File: src/rtl/div_sequencer_pkg.sv
// rtl/div_sequencer_pkg.sv - state encodings and constants shared by the divider and the hazard unit
package div_sequencer_pkg;

    typedef enum logic [2:0] {
        DIV_IDLE = 3'd0,
        DIV_PREP = 3'd1,
        DIV_CALC = 3'd2,
        DIV_FIX  = 3'd3,
        DIV_DONE = 3'd4
    } div_state_t;

    localparam int          DIV_CYCLES     = 32;
    localparam logic [31:0] DIV_BY_ZERO_LO = 32'hFFFF_FFFF;

    localparam logic STALL_ON  = 1'b1;
    localparam logic STALL_OFF = 1'b0;
    localparam logic READY_ON  = 1'b1;
    localparam logic READY_OFF = 1'b0;

endpackage

File: src/rtl/div_iter_step.sv
// rtl/div_iter_step.sv - one combinational radix-2 restoring divide step
module div_iter_step
    import div_sequencer_pkg::*;
#(
    parameter int WIDTH = DIV_CYCLES
) (
    input  logic [WIDTH-1:0] rem,
    input  logic [WIDTH-1:0] quo,
    input  logic [WIDTH-1:0] divisor,
    output logic [WIDTH-1:0] next_rem,
    output logic [WIDTH-1:0] next_quo
);

    logic [WIDTH:0] shifted;
    logic [WIDTH:0] diff;

    // rem < divisor, so the shifted value is below 2*divisor and the difference fits WIDTH+1 bits signed
    assign shifted  = {rem, quo[WIDTH-1]};
    assign diff     = shifted - {1'b0, divisor};
    assign next_rem = diff[WIDTH] ? shifted[WIDTH-1:0] : diff[WIDTH-1:0];
    assign next_quo = {quo[WIDTH-2:0], ~diff[WIDTH]};

endmodule

File: src/rtl/div_sequencer.sv
// rtl/div_sequencer.sv - MIPS DIV/DIVU multi-cycle sequencer; DIV_EARLY_OUT_EN adds the small-dividend early exit
module div_sequencer
    import div_sequencer_pkg::*;
#(
    parameter int WIDTH = DIV_CYCLES
) (
    input  logic             clk,
    input  logic             resetn,
    input  logic             start_i,
    input  logic             signed_i,
    input  logic [WIDTH-1:0] dividend_i,
    input  logic [WIDTH-1:0] divisor_i,
    input  logic             annul_i,
    output logic             stall_o,
    output logic             busy_o,
    output logic             ready_o,
    output logic [WIDTH-1:0] hi_o,
    output logic [WIDTH-1:0] lo_o
);

    localparam int             CW   = $clog2(WIDTH);
    localparam logic [CW-1:0] LAST = CW'(WIDTH - 1);

    div_state_t       state;
    logic [CW-1:0]    cnt;
    logic [WIDTH-1:0] dvd_r;
    logic [WIDTH-1:0] dvs_r;
    logic             sgn_r;
    logic             qneg;
    logic             rneg;
    logic [WIDTH-1:0] rem;
    logic [WIDTH-1:0] quo;
    logic [WIDTH-1:0] dvd_abs;
    logic [WIDTH-1:0] dvs_abs;
    logic [WIDTH-1:0] step_rem;
    logic [WIDTH-1:0] step_quo;

    assign dvd_abs = (sgn_r && dvd_r[WIDTH-1]) ? -dvd_r : dvd_r;
    assign dvs_abs = (sgn_r && dvs_r[WIDTH-1]) ? -dvs_r : dvs_r;

    div_iter_step #(.WIDTH(WIDTH)) u_step (
        .rem      (rem),
        .quo      (quo),
        .divisor  (dvs_abs),
        .next_rem (step_rem),
        .next_quo (step_quo)
    );

    // The DONE cycle releases the hold even though the stalled pipeline still drives start_i
    assign stall_o = (resetn && start_i && state != DIV_DONE && !annul_i) ? STALL_ON : STALL_OFF;
    assign busy_o  = (state != DIV_IDLE);

    always_ff @(posedge clk or negedge resetn) begin
        if (!resetn) begin
            state   <= DIV_IDLE;
            cnt     <= '0;
            dvd_r   <= '0;
            dvs_r   <= '0;
            sgn_r   <= 1'b0;
            qneg    <= 1'b0;
            rneg    <= 1'b0;
            rem     <= '0;
            quo     <= '0;
            hi_o    <= '0;
            lo_o    <= '0;
            ready_o <= READY_OFF;
        end else begin
            ready_o <= READY_OFF;
            if (annul_i) begin
                state <= DIV_IDLE;
            end else begin
                case (state)
                    DIV_IDLE: begin
                        if (start_i) begin
                            dvd_r <= dividend_i;
                            dvs_r <= divisor_i;
                            sgn_r <= signed_i;
                            state <= DIV_PREP;
                        end
                    end
                    DIV_PREP: begin
                        qneg <= sgn_r & (dvd_r[WIDTH-1] ^ dvs_r[WIDTH-1]);
                        rneg <= sgn_r & dvd_r[WIDTH-1];
                        if (dvs_r == '0) begin
                            lo_o    <= '1;
                            hi_o    <= dvd_r;
                            ready_o <= READY_ON;
                            state   <= DIV_DONE;
                        end
`ifdef DIV_EARLY_OUT_EN
                        else if (dvd_abs < dvs_abs) begin
                            quo   <= '0;
                            rem   <= dvd_abs;
                            state <= DIV_FIX;
                        end
`endif
                        else begin
                            quo   <= dvd_abs;
                            rem   <= '0;
                            cnt   <= LAST;
                            state <= DIV_CALC;
                        end
                    end
                    DIV_CALC: begin
                        rem <= step_rem;
                        quo <= step_quo;
                        if (cnt == '0) state <= DIV_FIX;
                        else           cnt   <= cnt - CW'(1);
                    end
                    DIV_FIX: begin
                        hi_o    <= rneg ? -rem : rem;
                        lo_o    <= qneg ? -quo : quo;
                        ready_o <= READY_ON;
                        state   <= DIV_DONE;
                    end
                    DIV_DONE: state <= DIV_IDLE;
                    default:  state <= DIV_IDLE;
                endcase
            end
        end
    end

endmodule

File: config.mk
export PLATFORM = sky130hd
export DESIGN_NAME = div_sequencer
export DESIGN_NICKNAME = d
export VERILOG_FILES = /design/src/rtl/div_sequencer_pkg.sv /design/src/rtl/div_iter_step.sv /design/src/rtl/div_sequencer.sv
export SDC_FILE = /design/constraint.sdc
export NUM_CORES = 1
export LEC_CHECK = 0
export ABC_AREA = 1
export ABC_CLOCK_PERIOD_IN_PS = 4050
export CAP_MARGIN = 20
export CORE_MARGIN = 2
export CORE_UTILIZATION = 50
export CTS_CLUSTER_SIZE = 28
export DETAILED_ROUTE_END_ITERATION = 12
export PLACE_DENSITY_LB_ADDON = 0.1
export SETUP_SLACK_MARGIN = 0.1
export SYNTH_ARGS = -nofsm -noshare
export SYNTH_HDL_FRONTEND = slang
export SYNTH_SLANG_ARGS = --single-unit
File: constraint.sdc
create_clock -name clk -period 4.05 [get_ports clk]
set_clock_uncertainty 0.15 [all_clocks]
set_input_delay 0.81 -clock clk [delete_from_list [all_inputs] [get_ports clk]]
set_output_delay 0.81 -clock clk [all_outputs]
set_load 0.01 [all_outputs]
==> metrics.md <==
| Metric | Value |
|---|---|
| Vias per cell | `between 5 and 6` |
| Max cap viols | `0` |
| Critical Path End Type | `flip-flop` |
| Final ANT Viol Nets | `0` |
| Post-Route WL | `between 40000 and 50000 um` |
| Drt wl/cell | `17.18 um` |
| Number of CTS-inserted buffers | `24` |
| Placer Congestion | `about 1` |
| Unrepaired setup endpoints after global routing | `false` |
| Worst Tran Pin Value | `0.8962 ns` |
| Commonest non-fill, non-tap cells in the layout | `648 x nand2_1, 295 x inv_1, 240 x nor2_1, 211 x nand3_1, 204 x dfrtp_1` |
| Critical setup path kind | `reg -> reg` |
| Most common cell on crit path | `nand2_1` |
| Comb power frac | `0.552` |
| Max transition margin | `0.4026` |
| Synth cell types | `50` |
| Die Wd | `about 180 um` |
| Area grow syn2layout | `18.46%` |
| Core Rows | `63` |
| Most common cell after layout, fill and taps aside | `nand2_1` |
| Seq pwr share | `0.285` |
| Fin Hold WS | `0.3109 ns` |
| Remaining DRCs | `0` |
| CTS tree | `done` |
| Kind of cell adding the most delay to the critical path | `simple AND/OR/NAND/NOR gates` |
| Leak | `8.959 nW` |
| Fraction of layout cells with a size suffix above 1 | `0.08112` |
| Max Clk Rate | `269.3 MHz` |
| Via count | `between 10000 and 15000` |
| Crit start category | `flip-flop` |
| Core Box Area | `about 29000 sq um` |
| Critical Path RT | `approximately 4.3 ns` |
| DIE HEIGHT | `around 180 um` |
| Worst Path Buf+Inv | `3` |
| Fillers | `around 2800` |
| Status | `completed` |
| CTS max path bufs | `3` |
| Synth top area cells | `dfrtp_1 34%, nand2_1 16%, inv_1 7.5%, nand3_1 7.2%, nor2_1 6.2%` |
| Initial antenna violation count | `0` |
| CTS clk-pin slew, worst paths | `0.06 ns` |
| Initial Util | `0.5041` |
| CP arrival | `slightly below 4 ns` |
| Sw Ratio | `0.4782` |
| Proportion of synthesized area in mux cells | `0.01367` |
| ANT cells | `0` |
| Iter 0 DRT Violations | `1062` |
| Simple-gate portion of the synthesized area | `0.3592` |
| Clock power frac | `0.164` |
| Pint | `between 6 and 7 mW` |
| H-tree Lvls | `1` |
| Placed Instances | `2699` |
| Post-layout min period | `3.714 ns` |
| Synth Register Bits | `204` |
| Design Area, Final | `between 15000 and 20000 sq um` |
| Adder-Cell Fraction of Synth Area | `0.03343` |
| Hpwl dp | `approximately 37000 um` |
| Slowest Stage Delay on Critical Path | `about 0.41 ns` |
| XOR/XNOR Fraction of Synth Area | `0.04195` |
| Final Non-Filler Cells | `2757` |
| Async SR Flop Fraction | `1.000` |
| Syn Nets | `~2300` |
| Critical path cell sequence | `nor2_1 > nand4_1 > nor3_2 > nand2_1 > nor2_2 > nor2_1 > nor2_2 > nand3_1 > nand2_1 > inv_1 > ha_1 > nand2_1 > nor2_2 > nand2_1 > nor2_2 > nand2_4 > nand3_4 > buf_4 > buf_4 > nand3_1 > nand3_1 > nand2_1` |
| Yosys top cell by area | `dfrtp_1` |
| Prevailing post-synth register cell | `dfrtp_1` |
| Setup TNS | `0 ns` |
| DP Area | `approximately 17000 sq um` |
| Post-synth EDFFs | `0` |
| Setup-failing EPs final | `0` |
| NetSw | `slightly above 6 mW` |
| First-pass GRT wire length | `roughly 74000 um` |
| Fin crit share | `0.9170` |
| Final nets | `~2500` |
| Power per cell area | `between 700 and 800 nW/um^2` |
| Share of the synthesized area in the top cell type | `0.3444` |
| VDD IR-drop max | `0.3584 mV` |
| Largest family of logic cells by synthesized area | `simple AND/OR/NAND/NOR gates` |
| Largest net degree at the start of global routing | `69` |
| Register area share after synthesis | `0.3444` |
| DR pass1 iterations | `8` |
| Vias in the first global route | `around 14000` |
| CTS Sinks | `204` |
| Slowest cell on the critical path | `dfrtp_1` |
| Hold Path Class | `reg -> reg` |
| Mapped cell area | `between 10000 and 15000 sq um` |
| Total congestion overflow | `0` |
| Port bufs | `135` |
| Clk root buf | `clkbuf_16` |
| Clk Latency, worst-skew pair | `about 0.53 ns` |
| Avg Inst Size Synth | `approximately 6.7 sq um` |
| GRT Total Usage | `0.3004` |
| Post-Synthesis Cells | `about 2200` |
| Synth warn | `0` |
| Crit Path Max Fanout | `5` |
| Final Max Tran Viols | `0` |
| Final hold vios | `0` |
| Die ar. | `roughly 31000 sq um` |
| Synth Area in Compound Gates | `0.1064` |
| # IOs | `around 140` |
| Total Power | `12.82 mW` |
[worst reg2reg max path, cell delays in order, from the launching register on]
cell	delay (ns)
dfrtp_1	0.41
nor2_1	0.12
nand4_1	0.20
nor3_2	0.22
nand2_1	0.11
nor2_2	0.14
nor2_1	0.09
nor2_2	0.18
nand3_1	0.13
nand2_1	0.09
inv_1	0.04
ha_1	0.34
nand2_1	0.13
nor2_2	0.17
nand2_1	0.12
nor2_2	0.17
nand2_4	0.11
nand3_4	0.10
buf_4	0.20
buf_4	0.14
nand3_1	0.07
nand3_1	0.09
nand2_1	0.06
[logic make-up (layout without fill, tap and decap cells)]
| kind of cell | count (synthesis) | after routing |
|---|---|---|
| compound gates | 273 | 273 |
| xor+xnor | 71 | 71 |
| fa+ha+maj | 39 | 39 |
| buf+inv | 370 | 521 |
| flops | 204 | 204 |
| mux | 18 | 18 |
| simple gates | 1237 | 1241 |
[metal layers]
layer  track usage  share of wire
met1        0.3672           0.41
met2        0.5170           0.48
met3       0.04350          0.053
met4        0.1519          0.056
met5             0              0
[cell type report]
| class | count | area (sq um) | share of cell area |
|---|---|---|---|
| clock inverter | 14 | 116.4 | 0.006627 |
| clock buffer | 30 | 653.1 | 0.03720 |
| tap | 390 | 488.0 | 0.02779 |
| multi-input combinational | 1642 | 8372 | 0.4768 |
| sequential | 204 | 5105 | 0.2907 |
| timing repair buffer | 173 | 1684 | 0.09591 |
| inverter | 304 | 1141 | 0.06498 |
[final timing paths]
check / startpoint / cells after the start / slack (ns) / to
max: dvs_r[3]$_DFFE_PN0P_ / 22 / 0.34 / rem[11]$_DFFE_PN0P_
min: state[0]$_DFFE_PN0P_ / 1 / 0.31 / state[0]$_DFFE_PN0P_
max reg2reg: dvs_r[3]$_DFFE_PN0P_ / 22 / 0.34 / rem[11]$_DFFE_PN0P_
min reg2reg: state[0]$_DFFE_PN0P_ / 1 / 0.31 / state[0]$_DFFE_PN0P_
max in group asynchronous: resetn / 3 / 2.10 / dvs_r[15]$_DFFE_PN0P_
min in group asynchronous: resetn / 2 / 0.53 / dvd_r[7]$_DFFE_PN0P_
[power groups by stage]
stage / Clock (mW) / Sequential [mW] / Combinational, mW
after floorplan: 0 / 3.56 / 4.50
after global placement: 0 / 3.65 / 6.90
after detailed placement: 0 / 3.66 / 6.96
after CTS: 2.14 / 3.64 / 6.99
after global routing: 2.23 / 3.76 / 7.87
final: 2.10 / 3.65 / 7.07
[synth_stat cells (8+ instances only)]
master and instances:
a31oi_1 24, buf_2 26, nand2_1 650, nor3_1 23
o21ai_1 8, xor2_1 57, o21ai_0 69, a21oi_2 9
clkbuf_1 26, o211ai_1 17, nand3_1 214, xnor2_1 14
nand3b_1 13, inv_1 297, a21oi_1 107, dfrtp_1 204
nand2_2 18, nor2_2 8, mux2_2 18, ha_1 38
or2_2 8, a22oi_1 15, nor2_1 244, nand4_1 26
[registers in the layout, indices dropped and copies added, names as in the netlist]
| register | flops |
|---|---|
| dvd_r | 32 |
| dvs_r | 32 |
| hi_o | 32 |
| lo_o | 32 |
| quo | 32 |
| rem | 32 |
| cnt | 5 |
| state | 3 |
| qneg | 1 |
| ready_o | 1 |
| rneg | 1 |
| sgn_r | 1 |
[metrics by stage]
stage	utilization	worst slack, ns
floorplan	-	0.6703
global placement	0.5631	0.2462
detailed placement	0.5631	0.1115
CTS	0.5896	0.09963
global route	0.5972	0.08427
finish	0.5972	0.3362
[repair_timing]
| action | CTS | global route |
|---|---|---|
| pin swaps | 0 | 6 |
| setup endpoints to repair | 1 | 33 |
| hold buffers | 1 | 0 |
| hold endpoints to repair | 11 | 0 |
| gates cloned | 0 | 5 |
| setup buffers | 0 | 8 |
| resized for setup | 0 | 25 |
Power figures use the tool's default switching activity.
